## src/rtl/led_driver.sv

```systemverilog
// PWM-dimmed LED driver: accepts OFF/SOLID/BLINK/CHASE commands with a brightness
// level and switches to them only at a PWM-period boundary so the LEDs never glitch.
module led_driver #(
  parameter int TICK_DIV   = 100000,
  parameter int STEP_TICKS = 250,
  parameter int NUM_LEDS   = 4
) (
  input  logic                clk,
  input  logic                rst_n,
  input  logic                cmd_valid,
  output logic                cmd_ready,
  input  logic [1:0]          cmd_mode,
  input  logic [7:0]          cmd_level,
  output logic [NUM_LEDS-1:0] led
);

  typedef enum logic [1:0] {
    MODE_OFF   = 2'd0,
    MODE_SOLID = 2'd1,
    MODE_BLINK = 2'd2,
    MODE_CHASE = 2'd3
  } mode_t;

  localparam int PW = $clog2(TICK_DIV);
  localparam int SW = (STEP_TICKS > 1) ? $clog2(STEP_TICKS) : 1;
  localparam int CW = $clog2(NUM_LEDS);
  localparam logic [PW-1:0] PRESC_MAX = PW'(TICK_DIV - 1);
  localparam logic [SW-1:0] STEP_MAX  = SW'(STEP_TICKS - 1);
  localparam logic [CW-1:0] CHASE_MAX = CW'(NUM_LEDS - 1);

  logic [7:0]          r_pwm_cnt;
  mode_t               r_mode;
  logic [7:0]          r_level;
  mode_t               r_pend_mode;
  logic [7:0]          r_pend_level;
  logic                r_pend;
  logic                r_ready;
  logic [PW-1:0]       r_presc;
  logic [SW-1:0]       r_step_cnt;
  logic                r_phase;
  logic [CW-1:0]       r_chase_idx;
  logic [NUM_LEDS-1:0] r_led;

  logic                w_accept;
  logic                w_apply;
  logic                w_tick;
  logic                w_step;
  logic                w_pwm_on;
  logic [NUM_LEDS-1:0] w_chase_mask;
  logic [NUM_LEDS-1:0] w_mask;

  assign w_accept = cmd_valid & r_ready;
  assign w_apply  = (r_pwm_cnt == 8'hFF) & r_pend;
  assign w_tick   = (r_presc == PRESC_MAX);
  assign w_step   = w_tick & (r_step_cnt == STEP_MAX);
  assign w_pwm_on = (r_pwm_cnt < r_level);

  generate
    for (genvar gi = 0; gi < NUM_LEDS; gi++) begin : g_chase
      assign w_chase_mask[gi] = (r_chase_idx == CW'(gi));
    end
  endgenerate

  always_comb begin
    w_mask = '0;
    case (r_mode)
      MODE_OFF:   w_mask = '0;
      MODE_SOLID: w_mask = '1;
      MODE_BLINK: w_mask = r_phase ? '1 : '0;
      MODE_CHASE: w_mask = w_chase_mask;
      default:    w_mask = '0;
    endcase
  end

  // Pending command is held until the next PWM wrap; ready is simply "no pending".
  always_ff @(posedge clk or negedge rst_n) begin
    if (!rst_n) begin
      r_pwm_cnt    <= 8'd0;
      r_mode       <= MODE_OFF;
      r_level      <= 8'd0;
      r_pend_mode  <= MODE_OFF;
      r_pend_level <= 8'd0;
      r_pend       <= 1'b0;
      r_ready      <= 1'b1;
    end else begin
      r_pwm_cnt <= r_pwm_cnt + 8'd1;
      if (w_accept) begin
        r_pend_mode  <= mode_t'(cmd_mode);
        r_pend_level <= cmd_level;
        r_pend       <= 1'b1;
        r_ready      <= 1'b0;
      end else if (w_apply) begin
        r_mode  <= r_pend_mode;
        r_level <= r_pend_level;
        r_pend  <= 1'b0;
        r_ready <= 1'b1;
      end
    end
  end

  // An apply restarts the animation timebase and suppresses any coincident step.
  always_ff @(posedge clk or negedge rst_n) begin
    if (!rst_n) begin
      r_presc     <= '0;
      r_step_cnt  <= '0;
      r_phase     <= 1'b1;
      r_chase_idx <= '0;
    end else if (w_apply) begin
      r_presc     <= '0;
      r_step_cnt  <= '0;
      r_phase     <= 1'b1;
      r_chase_idx <= '0;
    end else begin
      r_presc <= w_tick ? '0 : r_presc + PW'(1);
      if (w_tick) begin
        r_step_cnt <= w_step ? '0 : r_step_cnt + SW'(1);
      end
      if (w_step) begin
        r_phase     <= ~r_phase;
        r_chase_idx <= (r_chase_idx == CHASE_MAX) ? '0 : r_chase_idx + CW'(1);
      end
    end
  end

  always_ff @(posedge clk or negedge rst_n) begin
    if (!rst_n) begin
      r_led <= '0;
    end else begin
      r_led <= w_mask & {NUM_LEDS{w_pwm_on}};
    end
  end

  assign cmd_ready = r_ready;
  assign led       = r_led;

endmodule

```

## config.mk

```make
export PLATFORM = sky130hd
export DESIGN_NAME = led_driver
export DESIGN_NICKNAME = d
export VERILOG_FILES = /design/src/rtl/led_driver.sv
export SDC_FILE = /design/constraint.sdc
export NUM_CORES = 1
export LEC_CHECK = 0
export CORE_AREA = 2 2 78 80
export CTS_BUF_LIST = sky130_fd_sc_hd__clkbuf_4
export DETAILED_ROUTE_END_ITERATION = 7
export DIE_AREA = 0 0 80 82
export GPL_TIMING_DRIVEN = 0
export PLACE_DENSITY = 0.8
export SETUP_SLACK_MARGIN = 0.5
export SYNTH_ARGS = -nofsm -noshare
export SYNTH_HDL_FRONTEND = slang
export SYNTH_SLANG_ARGS = --single-unit
```

## constraint.sdc

```tcl
create_clock -name clk -period 2 [get_ports clk]
set_clock_uncertainty 0.1 [all_clocks]
set_input_delay 0.4 -clock clk [delete_from_list [all_inputs] [get_ports clk]]
set_output_delay 0.4 -clock clk [all_outputs]
set_load 0.02 [all_outputs]
```

==> results.md <==
- Crit path setup slack, layout: -0.157 ns
- Crit path largest cell delay: 0.56 ns
- Worst slew margin: between 50% and 60%
- CP cell instances: or4b_4 -> or3_4 -> buf_12 -> o21ai_4 -> buf_6 -> nor2_1
- Antenna Nets Post-Route: 0
- Clock transition at the registers of the reported paths: 0.10 ns
- Largest net degree at the start of global routing: 36
- Clk buf depth: 2
- Drt pass-1 iters: 4
- Share of layout cells above drive strength 1: 29.9%
- Critical Path Stages: 6
- Net Count, Synth: 318
- Worst slew pin tran: approximately 0.73 ns
- Fin cells: 429
- RD Place Congestion: 0.844
- Antenna diodes: 0
- Buffer and inverter count on the worst path: 2
- Worst R2R End: r_presc[7]$_DFF_PN0_
- Cell taking the most area after synthesis: dfrtp_1
- Register area: ~1600 um2
- CTS tree: built
- Most frequent cells after synthesis: dfrtp_1, a21oi_1, mux2_2
- Peak Freq: around 460 MHz
- Critical Path Start Type: flip-flop
- R2R cell count: 6
- Starting Density: 53.8%
- Area of the multi-input gates: 1610 um2
- Grt total ovfl: 0
- Critical Path Source: r_presc[14]$_DFF_PN0_
- FFs w/ async S/R, synth: 100%
- Syn. warnings: 0
- Port bufs: 17
- DP Wirelength: 4160 um
- Fin crit period: 2.16 ns
- CP arrival: 2.34 ns
- IO Pins: 18
- # clock sinks: 62
- Number of synthesized flops with an enable pin: 0
- Gr usage total: 21.8%
- Fillers: approximately 430
- MaxCap Viol Count: 0
- Critical path's top delay family: simple AND/OR/NAND/NOR gates
- Nets: 378
- Wire length per cell: between 15 and 20 um
- Status: complete, but fails checks
- H-tree depth: 3
- Max VDD drop: 0.403 mV
- Vias in the first global route: ~2300
- Max-slew violation count: 0
- Worst setup EP type: flip-flop
- Initial antenna violation count: 0
- Synthesis-stage register bit count: 62
- Vert. Die Dim: 82 um
- Leakage: between 1.5 and 2 nW
- Total die area: about 6600 um2
- # DRC: 0
- Top-count cell post-synth: dfrtp_1
- Library cells used by synthesis: 47
- Root buffer cell: clkbuf_4
- Reg2reg setup slack: -0.16 ns
- Seq/Total Area, Yosys: 50.3%
- FF-to-FF Start: r_presc[14]$_DFF_PN0_
- Capture point of the critical path: r_presc[7]$_DFF_PN0_
- 1st-iter DRT viols: 207
- Inst Count DP: roughly 380
- First-pass GRT wire length: 11000 um
- # rows: 28
- Synth top area share: between 40% and 50%
- Synth Area per Inst: 10.7 um2
- Overall power: 0.00225 W
- Setup CP Type: flip-flop to flip-flop
- Hold crit path type: flip-flop to flip-flop
- Detailed-route wire length: 6710 um
- Worst Path Required: 2.18 ns
- Max Fanout on Critical Path: 10
- Sum Neg Setup Slack: -3.00 ns
- Area contributors post-synth: dfrtp_1, mux2_2, ha_1, xnor2_1, a21oi_1
- Mapped Area: approximately 3100 um2
- Vias per inst: 5.70
- Core region area: 5750 um2
- PD cells: about 570 nW/um2
- RSZ-0062 raised after global routing: yes
- Die width: 80 um
- Main synth FF type: dfrtp_1
- Hold Fails Final Rpt: 0
- Total CTS buffers: 9
- Syn-to-layout area delta: 28.7%
- Final Setup Violations: 26
- Skew-Pair Late Insertion Delay: approximately 0.40 ns
- CP max stage cell: or4b_4
- Via count: ~2400
- Tcrit/Tclk final: 108%
- Failing checks: setup timing
- Synthesized instance count: 290
-- sequential cells by signal (all words and copies together) (netlist names) --
name          cells
cmd_ready         1
led               4
r_chase_idx       2
r_level           8
r_mode            2
r_pend            1
r_pend_level      8
r_pend_mode       2
r_phase           1
r_presc          17
r_pwm_cnt         8
r_step_cnt        8
-- worst min-delay path by stage --
stage                               startpoint                           to  slack (ns)  cells past startpoint
final                     r_presc[0]$_DFF_PN0_         r_presc[0]$_DFF_PN0_        0.37                      1
after global placement    r_presc[0]$_DFF_PN0_         r_presc[0]$_DFF_PN0_        0.34                      1
after detailed placement                 rst_n  r_pend_level[5]$_DFFE_PN0P_        0.36                      1
after CTS                 r_presc[0]$_DFF_PN0_         r_presc[0]$_DFF_PN0_        0.37                      1
after global routing      r_presc[0]$_DFF_PN0_         r_presc[0]$_DFF_PN0_        0.39                      1
after floorplan                          rst_n             led[0]$_DFF_PN0_       0.004                      0
-- routing by layer --
layer | wire length, um | track usage (%) | share of wire [%]
met1 | 2990 | 28.6 | 45
met2 | 3360 | 36.3 | 50
met3 | 294 | 3.96 | 4.4
met4 | 65 | 7.97 | 0.97
met5 | 0 | 0 | 0
-- through the flow --
stage          hold slack, ns  instance area, um2  util (%)  setup WS (ns)
5_1_grt                 0.388                3980      69.2         -0.215
3_5_place_dp            0.358                3480      60.5         -0.238
4_1_cts                 0.373                3850      67.0         -0.147
3_3_place_gp            0.341                3460      60.2          -1.53
6_report                0.370                3980      69.2         -0.157
2_1_floorplan         0.00441                3200         -        -0.0798
-- power breakdown --
part | internal, W | total [W] | switching, W | leakage [nW]
Sequential | 0.00125 | 0.00125 | 0 | 0.825
Combinational | 0.0000246 | 0.0000529 | 0.0000283 | 0.848
Clock | 0.000488 | 0.000942 | 0.000454 | 0.0806
-- cell type report --
| type | count | area share [%] |
|---|---|---|
| buffer | 8 | 1.86 |
| multi-input combinational | 204 | 40.6 |
| inverter | 17 | 1.60 |
| timing repair buffer | 48 | 10.9 |
| clock inverter | 6 | 1.95 |
| sequential | 62 | 39.1 |
| clock buffer | 9 | 1.70 |
| tap | 75 | 2.36 |
-- kinds of logic after synthesis --
group                    count (synthesis)  synth area share [%]
AO/OA/AOI/OAI                           50                  10.1
XOR/XNOR                                17                  4.82
adder cells (fa/ha/maj)                 15                  6.07
buffers and inverters                   25                  3.20
flip-flops                              62                  50.3
multiplexers                            20                  7.28
AND/OR/NAND/NOR                        101                  18.3
-- cells in the final DEF, fill, tap and decap left out, drive strengths merged, types with 11 or more instances in the layout --
cell           netlist  final
ha                  15     15
xnor2               12     12
mux2                20     20
nand3               12     12
dfrtp               60     60
inv                 17     17
a21oi               21     21
nor2                19     20
nand2               16     16
buf                  3     42
o21ai               12     12
clkbuf               5     11
clkdlybuf4s50        0     11
-- timing repair --
action                     4_1_cts  5_1_grt
cloned                           0        1
hold buffers                     1        0
buffers inserted                21        8
hold endpoints to repair        27        0
setup endpoints to repair       57       47
resized for setup               41       18
pin swaps                        9       11
Note: power is estimated with default switching activity, not from simulation.
